--- config.mk ---
export PLATFORM = sky130hd
export DESIGN_NAME = pll_lock_monitor
export DESIGN_NICKNAME = d
export VERILOG_FILES = /design/src/rtl/pll_lock_monitor.sv
export SDC_FILE = /design/constraint.sdc
export NUM_CORES = 1
export LEC_CHECK = 0
export ABC_AREA = 1
export CAP_MARGIN = 15
export CORE_MARGIN = 1
export CORE_UTILIZATION = 55
export DETAILED_ROUTE_END_ITERATION = 10
export PLACE_DENSITY = 0.75
export RECOVER_POWER = 100
export SYNTH_ARGS = -nofsm -noshare
export SYNTH_HDL_FRONTEND = slang
export SYNTH_SLANG_ARGS = --single-unit
--- constraint.sdc ---
create_clock -name CLK -period 3.6 [get_ports CLK]
set_input_delay 0.72 -clock CLK [delete_from_list [all_inputs] [get_ports CLK]]
set_output_delay 0.72 -clock CLK [all_outputs]
set_load 0.02 [all_outputs]
--- src/rtl/pll_lock_monitor.sv ---
// pll_lock_monitor: synchronizes and qualifies the PLL LOCK signal, then
// sequences RESET_OUT / READY for the logic clocked by the PLL output.
// Short lock dropouts while running are filtered; real losses are counted.
// Optional lock-acquire watchdog is built when PLL_LOCK_MON_TIMEOUT_EN is
// defined; otherwise LOCK_TIMEOUT is a constant 0.
module pll_lock_monitor #(
    parameter int SYNC_STAGES    = 2,
    parameter int SETTLE_CYCLES  = 256,
    parameter int HOLDOFF_CYCLES = 16,
    parameter int GLITCH_FILTER  = 4,
    parameter int LOSS_CNT_WIDTH = 8,
    parameter int TIMEOUT_CYCLES = 100000
) (
    input  logic                      CLK,
    input  logic                      RESET,
    input  logic                      ENABLE,
    input  logic                      LOCK,
    output logic                      RESET_OUT,
    output logic                      READY,
    output logic [LOSS_CNT_WIDTH-1:0] LOSS_COUNT,
    output logic                      LOCK_TIMEOUT
);

    typedef enum logic [2:0] {
        IDLE,
        WAIT_LOCK,
        SETTLE,
        RUN,
        LOST
    } state_t;

    // Terminal values of the cycle counters (last count before the event fires)
    localparam logic [15:0] SETTLE_LAST = 16'(SETTLE_CYCLES - 1);
    localparam logic [7:0]  HOLD_LAST   = (HOLDOFF_CYCLES == 0) ? 8'd0 : 8'(HOLDOFF_CYCLES - 1);
    localparam logic [7:0]  GLITCH_LAST = 8'(GLITCH_FILTER - 1);

    state_t                 state;
    state_t                 next_state;
    logic [SYNC_STAGES-1:0] sync_q;
    logic                   lock_s;
    logic [15:0]            settle_cnt;
    logic [7:0]             hold_cnt;
    logic [7:0]             glitch_cnt;

    assign lock_s = sync_q[SYNC_STAGES-1];

    // LOCK is asynchronous to CLK; this shift chain is the only reader of it
    always_ff @(posedge CLK or posedge RESET) begin
        if (RESET) begin
            sync_q <= '0;
        end else begin
            sync_q <= {sync_q[SYNC_STAGES-2:0], LOCK};
        end
    end

    // State register
    always_ff @(posedge CLK or posedge RESET) begin
        if (RESET) begin
            state <= IDLE;
        end else begin
            state <= next_state;
        end
    end

    // Next-state decode; dropping ENABLE overrides every other transition
    always_comb begin
        next_state = state;
        if (!ENABLE) begin
            next_state = IDLE;
        end else begin
            case (state)
                IDLE:      next_state = WAIT_LOCK;
                WAIT_LOCK: if (lock_s) next_state = SETTLE;
                SETTLE: begin
                    if (!lock_s)
                        next_state = WAIT_LOCK;
                    else if (settle_cnt == SETTLE_LAST)
                        next_state = RUN;
                end
                RUN:       if (!lock_s && glitch_cnt == GLITCH_LAST) next_state = LOST;
                LOST:      next_state = WAIT_LOCK;
                default:   next_state = IDLE;
            endcase
        end
    end

    // Settle, holdoff and dropout counters; each clears whenever its state is left or entered
    always_ff @(posedge CLK or posedge RESET) begin
        if (RESET) begin
            settle_cnt <= '0;
            hold_cnt   <= '0;
            glitch_cnt <= '0;
        end else begin
            settle_cnt <= (state == SETTLE && next_state == SETTLE) ? settle_cnt + 16'd1 : 16'd0;
            glitch_cnt <= (state == RUN && next_state == RUN && !lock_s) ? glitch_cnt + 8'd1 : 8'd0;
            if (state == RUN && next_state == RUN) begin
                if (hold_cnt != HOLD_LAST)
                    hold_cnt <= hold_cnt + 8'd1;
            end else begin
                hold_cnt <= '0;
            end
        end
    end

    // Registered outputs decoded from the upcoming state so they change on the transition edge
    always_ff @(posedge CLK or posedge RESET) begin
        if (RESET) begin
            RESET_OUT <= 1'b1;
            READY     <= 1'b0;
        end else begin
            RESET_OUT <= (next_state != RUN);
            if (next_state != RUN)
                READY <= 1'b0;
            else if (HOLDOFF_CYCLES == 0)
                READY <= 1'b1;
            else if (state == RUN && hold_cnt == HOLD_LAST)
                READY <= 1'b1;
        end
    end

    // Saturating count of filtered lock losses; only RESET clears it
    always_ff @(posedge CLK or posedge RESET) begin
        if (RESET) begin
            LOSS_COUNT <= '0;
        end else if (state == RUN && next_state == LOST && LOSS_COUNT != '1) begin
            LOSS_COUNT <= LOSS_COUNT + LOSS_CNT_WIDTH'(1);
        end
    end

`ifdef PLL_LOCK_MON_TIMEOUT_EN
    localparam int                WD_WIDTH = $clog2(TIMEOUT_CYCLES + 1);
    localparam logic [WD_WIDTH-1:0] WD_LIMIT = WD_WIDTH'(TIMEOUT_CYCLES);

    logic [WD_WIDTH-1:0] wd_cnt;
    logic                wd_active;
    logic                timeout_q;

    assign wd_active    = (state == WAIT_LOCK || state == SETTLE);
    assign LOCK_TIMEOUT = timeout_q;

    // Watchdog spans the whole acquire attempt, including SETTLE->WAIT_LOCK retries
    always_ff @(posedge CLK or posedge RESET) begin
        if (RESET) begin
            wd_cnt <= '0;
        end else if (next_state == IDLE || next_state == RUN) begin
            wd_cnt <= '0;
        end else if (wd_active && wd_cnt != WD_LIMIT) begin
            wd_cnt <= wd_cnt + WD_WIDTH'(1);
        end
    end

    // Sticky timeout flag, released only by RESET or ENABLE low
    always_ff @(posedge CLK or posedge RESET) begin
        if (RESET) begin
            timeout_q <= 1'b0;
        end else if (!ENABLE) begin
            timeout_q <= 1'b0;
        end else if (wd_active && next_state != RUN && wd_cnt == WD_LIMIT - WD_WIDTH'(1)) begin
            timeout_q <= 1'b1;
        end
    end
`else
    // No watchdog in this build; the comparison is false for every legal TIMEOUT_CYCLES
    assign LOCK_TIMEOUT = (TIMEOUT_CYCLES < 0);
`endif

endmodule
==> Yosys cells after proc, flatten, opt, wreduce, memory -nomap -nowiden <==
Index checks and enable logic that the tools add are counted.
{ "classes": {"n_eq_ne": 14, "n_reduce_logical": 11, "addsub": 4, "muxes": 12} }
{ "op_table": {"columns": ["operator", "n"], "rows": [
  ["$add 8x1->8 const B", 3],
  ["$mux 8", 3],
  ["$add 16x1->16 const B", 1],
  ["$eq 16x8->1 const B", 1],
  ["$mux 16", 1],
  ["$mux 3", 5],
  ["$eq 3x2->1 const B", 4],
  ["$pmux 3 s4", 1],
  ["$eq 8x2->1 const B", 1],
  ["$eq 8x4->1 const B", 1],
  ["$ne 8x4->1 const B", 1],
  ["$ne 8x8->1 const B", 1],
  ["$logic_and 1x1->1", 7],
  ["$eq 3x3->1 const B", 2],
  ["$eq 3x1->1 const B", 1],
  ["$logic_not 3->1", 1],
  ["$ne 3x2->1 const B", 1],
  ["$mux 1", 2],
  ["$ne 2x1->1 const B", 1],
  ["$reduce_bool 2->1", 1],
  ["$reduce_or 2->1", 1],
  ["$logic_not 1->1", 1]
]} }
{ "totals": {"ff_bits": 47, "out_inout_bits": 11, "in_bits": 4} }

==> Logic depth before layout (Yosys ltp) <==
{ "logic_depth": {"depth_word": 9, "ltp_mapped": 10} }

==> Least setup slack after synthesis <==
No wires, ideal clock.
{ "synth_timing": {"path_type": "reg2reg", "startpoint": "register LOSS_COUNT[0]", "endpoint": "register LOSS_COUNT[7]", "setup_time_ns": 0.113, "setup_slack_ns": 2.017, "arrival_ns": 1.470, "synth_period_minus_slack_ns": 1.583, "n_path_buf": 0, "path_stages_with_launch": 10, "required_ns": 3.487, "cell_sequence": "dfrtp_1 ha_1 inv_1 nor2_1 nand4_1 nand3b_1 nor2_1 nand3_1 nand2_1 inv_1"} }
{ "synth_via": {"elab_chain_len": 2} }
{ "synth_lines": {"columns": ["element", "line_no", "source"], "rows": [
  ["from (decl)", "20", "output logic [LOSS_CNT_WIDTH-1:0] LOSS_COUNT,"],
  ["from (signal assigned)", "126", "LOSS_COUNT <= LOSS_COUNT + LOSS_CNT_WIDTH'(1);"],
  ["parallel branches: the longest is 2 deep, another holds $add 8x1->8", null, null]
]} }
Parallel ways; which one is timed is not known.
A chain may end at the register's enable or synchronous reset.

==> Final worst setup path <==
{ "layout_timing": {"startpoint": "input ENABLE", "endpoint": "register settle_cnt[15]"} }
{ "layout_via": {"elab_chain_len": 4} }
{ "layout_lines": {"columns": ["element", "line_no", "source"], "rows": [
  ["from (decl)", "16", "input logic ENABLE,"],
  ["$mux 3", "68", "if (!ENABLE) begin"],
  ["net next_state[1]", "38", "state_t next_state;"],
  ["$eq 3x2->1", "94", "settle_cnt <= (state == SETTLE && next_state == SETTLE) ? settle_cnt + 16'd1 : 16'd0;"],
  ["$logic_and 1x1->1", "94", null],
  ["$mux 16", "94", null],
  ["to (signal assigned)", "94", null],
  ["to (decl)", "41", "logic [15:0] settle_cnt;"]
]} }
The timed path passes the listed nets, and every way through them passes these cells.

==> metrics <==
most common cell in the synthesized netlist nor2_1; CP Class in2reg; total die area 4540 um2; CTS max path bufs 2; Synth top cells by count nor2_1 (50), nand2_1 (49), dfrtp_1 (46); synthesized flop and latch total 47; failing checks max-capacitance violations, max-slew violations; Crit Path Max Fanout 16; fmax 378 MHz; Worst Path Arrival 2.85 ns; Slowest Stage Delay on Critical Path 0.79 ns; Max Cap Viol 1; R2R Path End settle_cnt[15]$_DFF_PP0_; overall power roughly 0.95 mW; drt first pass iters 5; # DRC 0; Layout area overhead 10.4%; Clock Latency Late Sink roughly 0.30 ns; final period utilization 73.5%; final clock skew 0.0114 ns; vias per cell between 4 and 5; final hold vios 0; leading area contributor after synthesis dfrtp_1; Root Buffer clkbuf_8; post-route cell area 2590 um2; RSZ-0062 raised after global routing false; Slew headroom -13.9%; reg-to-reg slack, setup 1.04 ns; Hold Slack 0.355 ns; WP data required 3.81 ns; worst r2r path cells 8; Worst setup SP type input pin; CP cell instances dlygate4sd3_1 > inv_1 > a21oi_1 > nand4_1 > nor2_1; H-Tree Depth 2; Synth cell types 26; hold buffer count at cts 0; Slew Limit Fails 48; die extent in y between 60 and 70 um; status finished, violations left; Tot GR Track Use 19.0%; Post-Place Cells 336; dpl ws 1.43 ns; largest cells by area after synthesis dfrtp_1 (49%), nor2_1 (8.0%), nand2_1 (7.8%); port buffer count 13; Post-DRT Antenna Nets 0; setup ws final roughly 0.95 ns; crit path capture type flop; WL/cell approximately 11 um; clk slew on worst S/H paths 0.09 ns; worst-path cell with the longest stage delay nand4_1; layout cells sized above 1 7.14%; CORE AREA between 4000 and 5000 um2; mapped cell area roughly 2400 um2; Post-Syn Area per Cell 8.55 um2; ANT cells 0; first-pass GRT wire length 6380 um; Ys Warns 0; RD Place Congestion 0.817; area of the multi-input gates 965 um2; register area share after synthesis 50.1%; io pins 15; Synth top area share roughly half; Layout Cells excl Fill 344; TNS Setup 0 ns; VDD IR max 0.226 mV; grt ovf 0; Worst Max-Slew Pin Slew 1.71 ns; Final #Nets 301; drt initial violations 65; fillers 346; commonest register cell after synthesis dfrtp_1; initial antenna violation count 0; min Tclk post-route roughly 2.6 ns; HPWL after DPL 2580 um; die width 67.4 um; leakage power 1.19 nW; Setup crit end settle_cnt[15]$_DFF_PP0_; clk sinks 47; Post-synth EDFFs 0; ys async rst share 100%; vias in the first global route 1517; Reg2Reg Launch Point glitch_cnt[0]$_DFF_PP0_; num rows 23; largest net degree at the start of global routing 48; Final Util 64.0%; Starting Density 57.9%; Reg area ~1200 um2; CTS resizes 0; Synth Instances between 200 and 300; Hold Crit Class reg2reg; post-CTS setup buffer count 0; cts bufs inserted 5; final setup violation count 0; crit path from ENABLE; CTS tree done; Area after DPL between 2000 and 3000 um2; vias 1657; PwrDens between 300 and 400 nW/um2; post-synthesis net count 283; drt total wl 3690 um
==> layout make-up <==
class	count	share of cell area [%]
multi-input combinational	186	37.2
timing repair buffer	13	5.01
inverter	40	5.79
clock buffer	6	2.80
tap	50	2.41
clock inverter	2	1.45
sequential	47	45.4
==> worst min-delay path by stage <==
stage	start	end	slack (ns)	depth (start not counted)
finish	sync_q[0]$_DFF_PP0_	sync_q[1]$_DFF_PP0_	0.36	0
global route	sync_q[0]$_DFF_PP0_	sync_q[1]$_DFF_PP0_	0.36	0
CTS	sync_q[0]$_DFF_PP0_	sync_q[1]$_DFF_PP0_	0.36	0
detailed placement	sync_q[0]$_DFF_PP0_	sync_q[1]$_DFF_PP0_	0.34	0
global placement	sync_q[0]$_DFF_PP0_	sync_q[1]$_DFF_PP0_	0.33	0
floorplan	sync_q[0]$_DFF_PP0_	sync_q[1]$_DFF_PP0_	0.33	0
==> kinds of logic after synthesis <==
logic type | count (synthesis) | share of synthesized area, %
buffers and inverters | 42 | 7.19
adders and majority gates | 4 | 2.13
and+or+nand+nor | 145 | 28.0
DFF | 47 | 50.1
AOI/OAI and AO/OA | 10 | 2.71
xor gates and xnor gates | 26 | 9.69
other | 1 | 0.160
==> state kept, by name, indices dropped and copies added, names as in the netlist <==
name / flops
settle_cnt: 16
LOSS_COUNT: 8
glitch_cnt: 8
hold_cnt: 8
state: 3
sync_q: 2
READY: 1
RESET_OUT: 1
==> layout by cell type (no fill, tap or decap) <==
cell type,count
clkbuf_8,5
clkinvlp_4,1
nor2_2,10
inv_2,2
nand3b_1,2
dlygate4sd3_1,13
nor3_2,1
xor2_1,18
conb_1,1
dfrtp_1,46
o21ai_0,4
dfstp_2,1
clkbuf_1,1
nand4_1,6
nor2_1,50
xnor2_1,8
o21bai_1,1
bufinv_16,1
inv_1,38
nand3_1,20
nor3_1,6
ha_1,4
nand2_1,50
a21oi_1,5
==> power breakdown <==
part,total [mW],switching [mW],internal [mW]
Sequential,0.535,0.00307,0.532
Clock,0.381,0.174,0.207
Combinational,0.0359,0.0269,0.00900
Total,0.952,0.204,0.749
==> per-layer routing <==
metal / share of wire [%] / vias up / global-route usage (%)
li1: - / 878 / -
met5: 0 / - / 0
met3: 3.1 / 2 / 5.07
met4: 0.79 / 0 / 7.18
met1: 50 / 756 / 25.0
met2: 46 / 21 / 29.9
==> critical path, delay by kind of cell <==
| kind | cells | cell delay [ns] |
|---|---|---|
| and+or+nand+nor | 2 | 1.09 |
| AOI/OAI and AO/OA | 1 | 0.42 |
| buffers and inverters | 2 | 0.63 |
No activity file was read; power rests on OpenSTA's default activity.
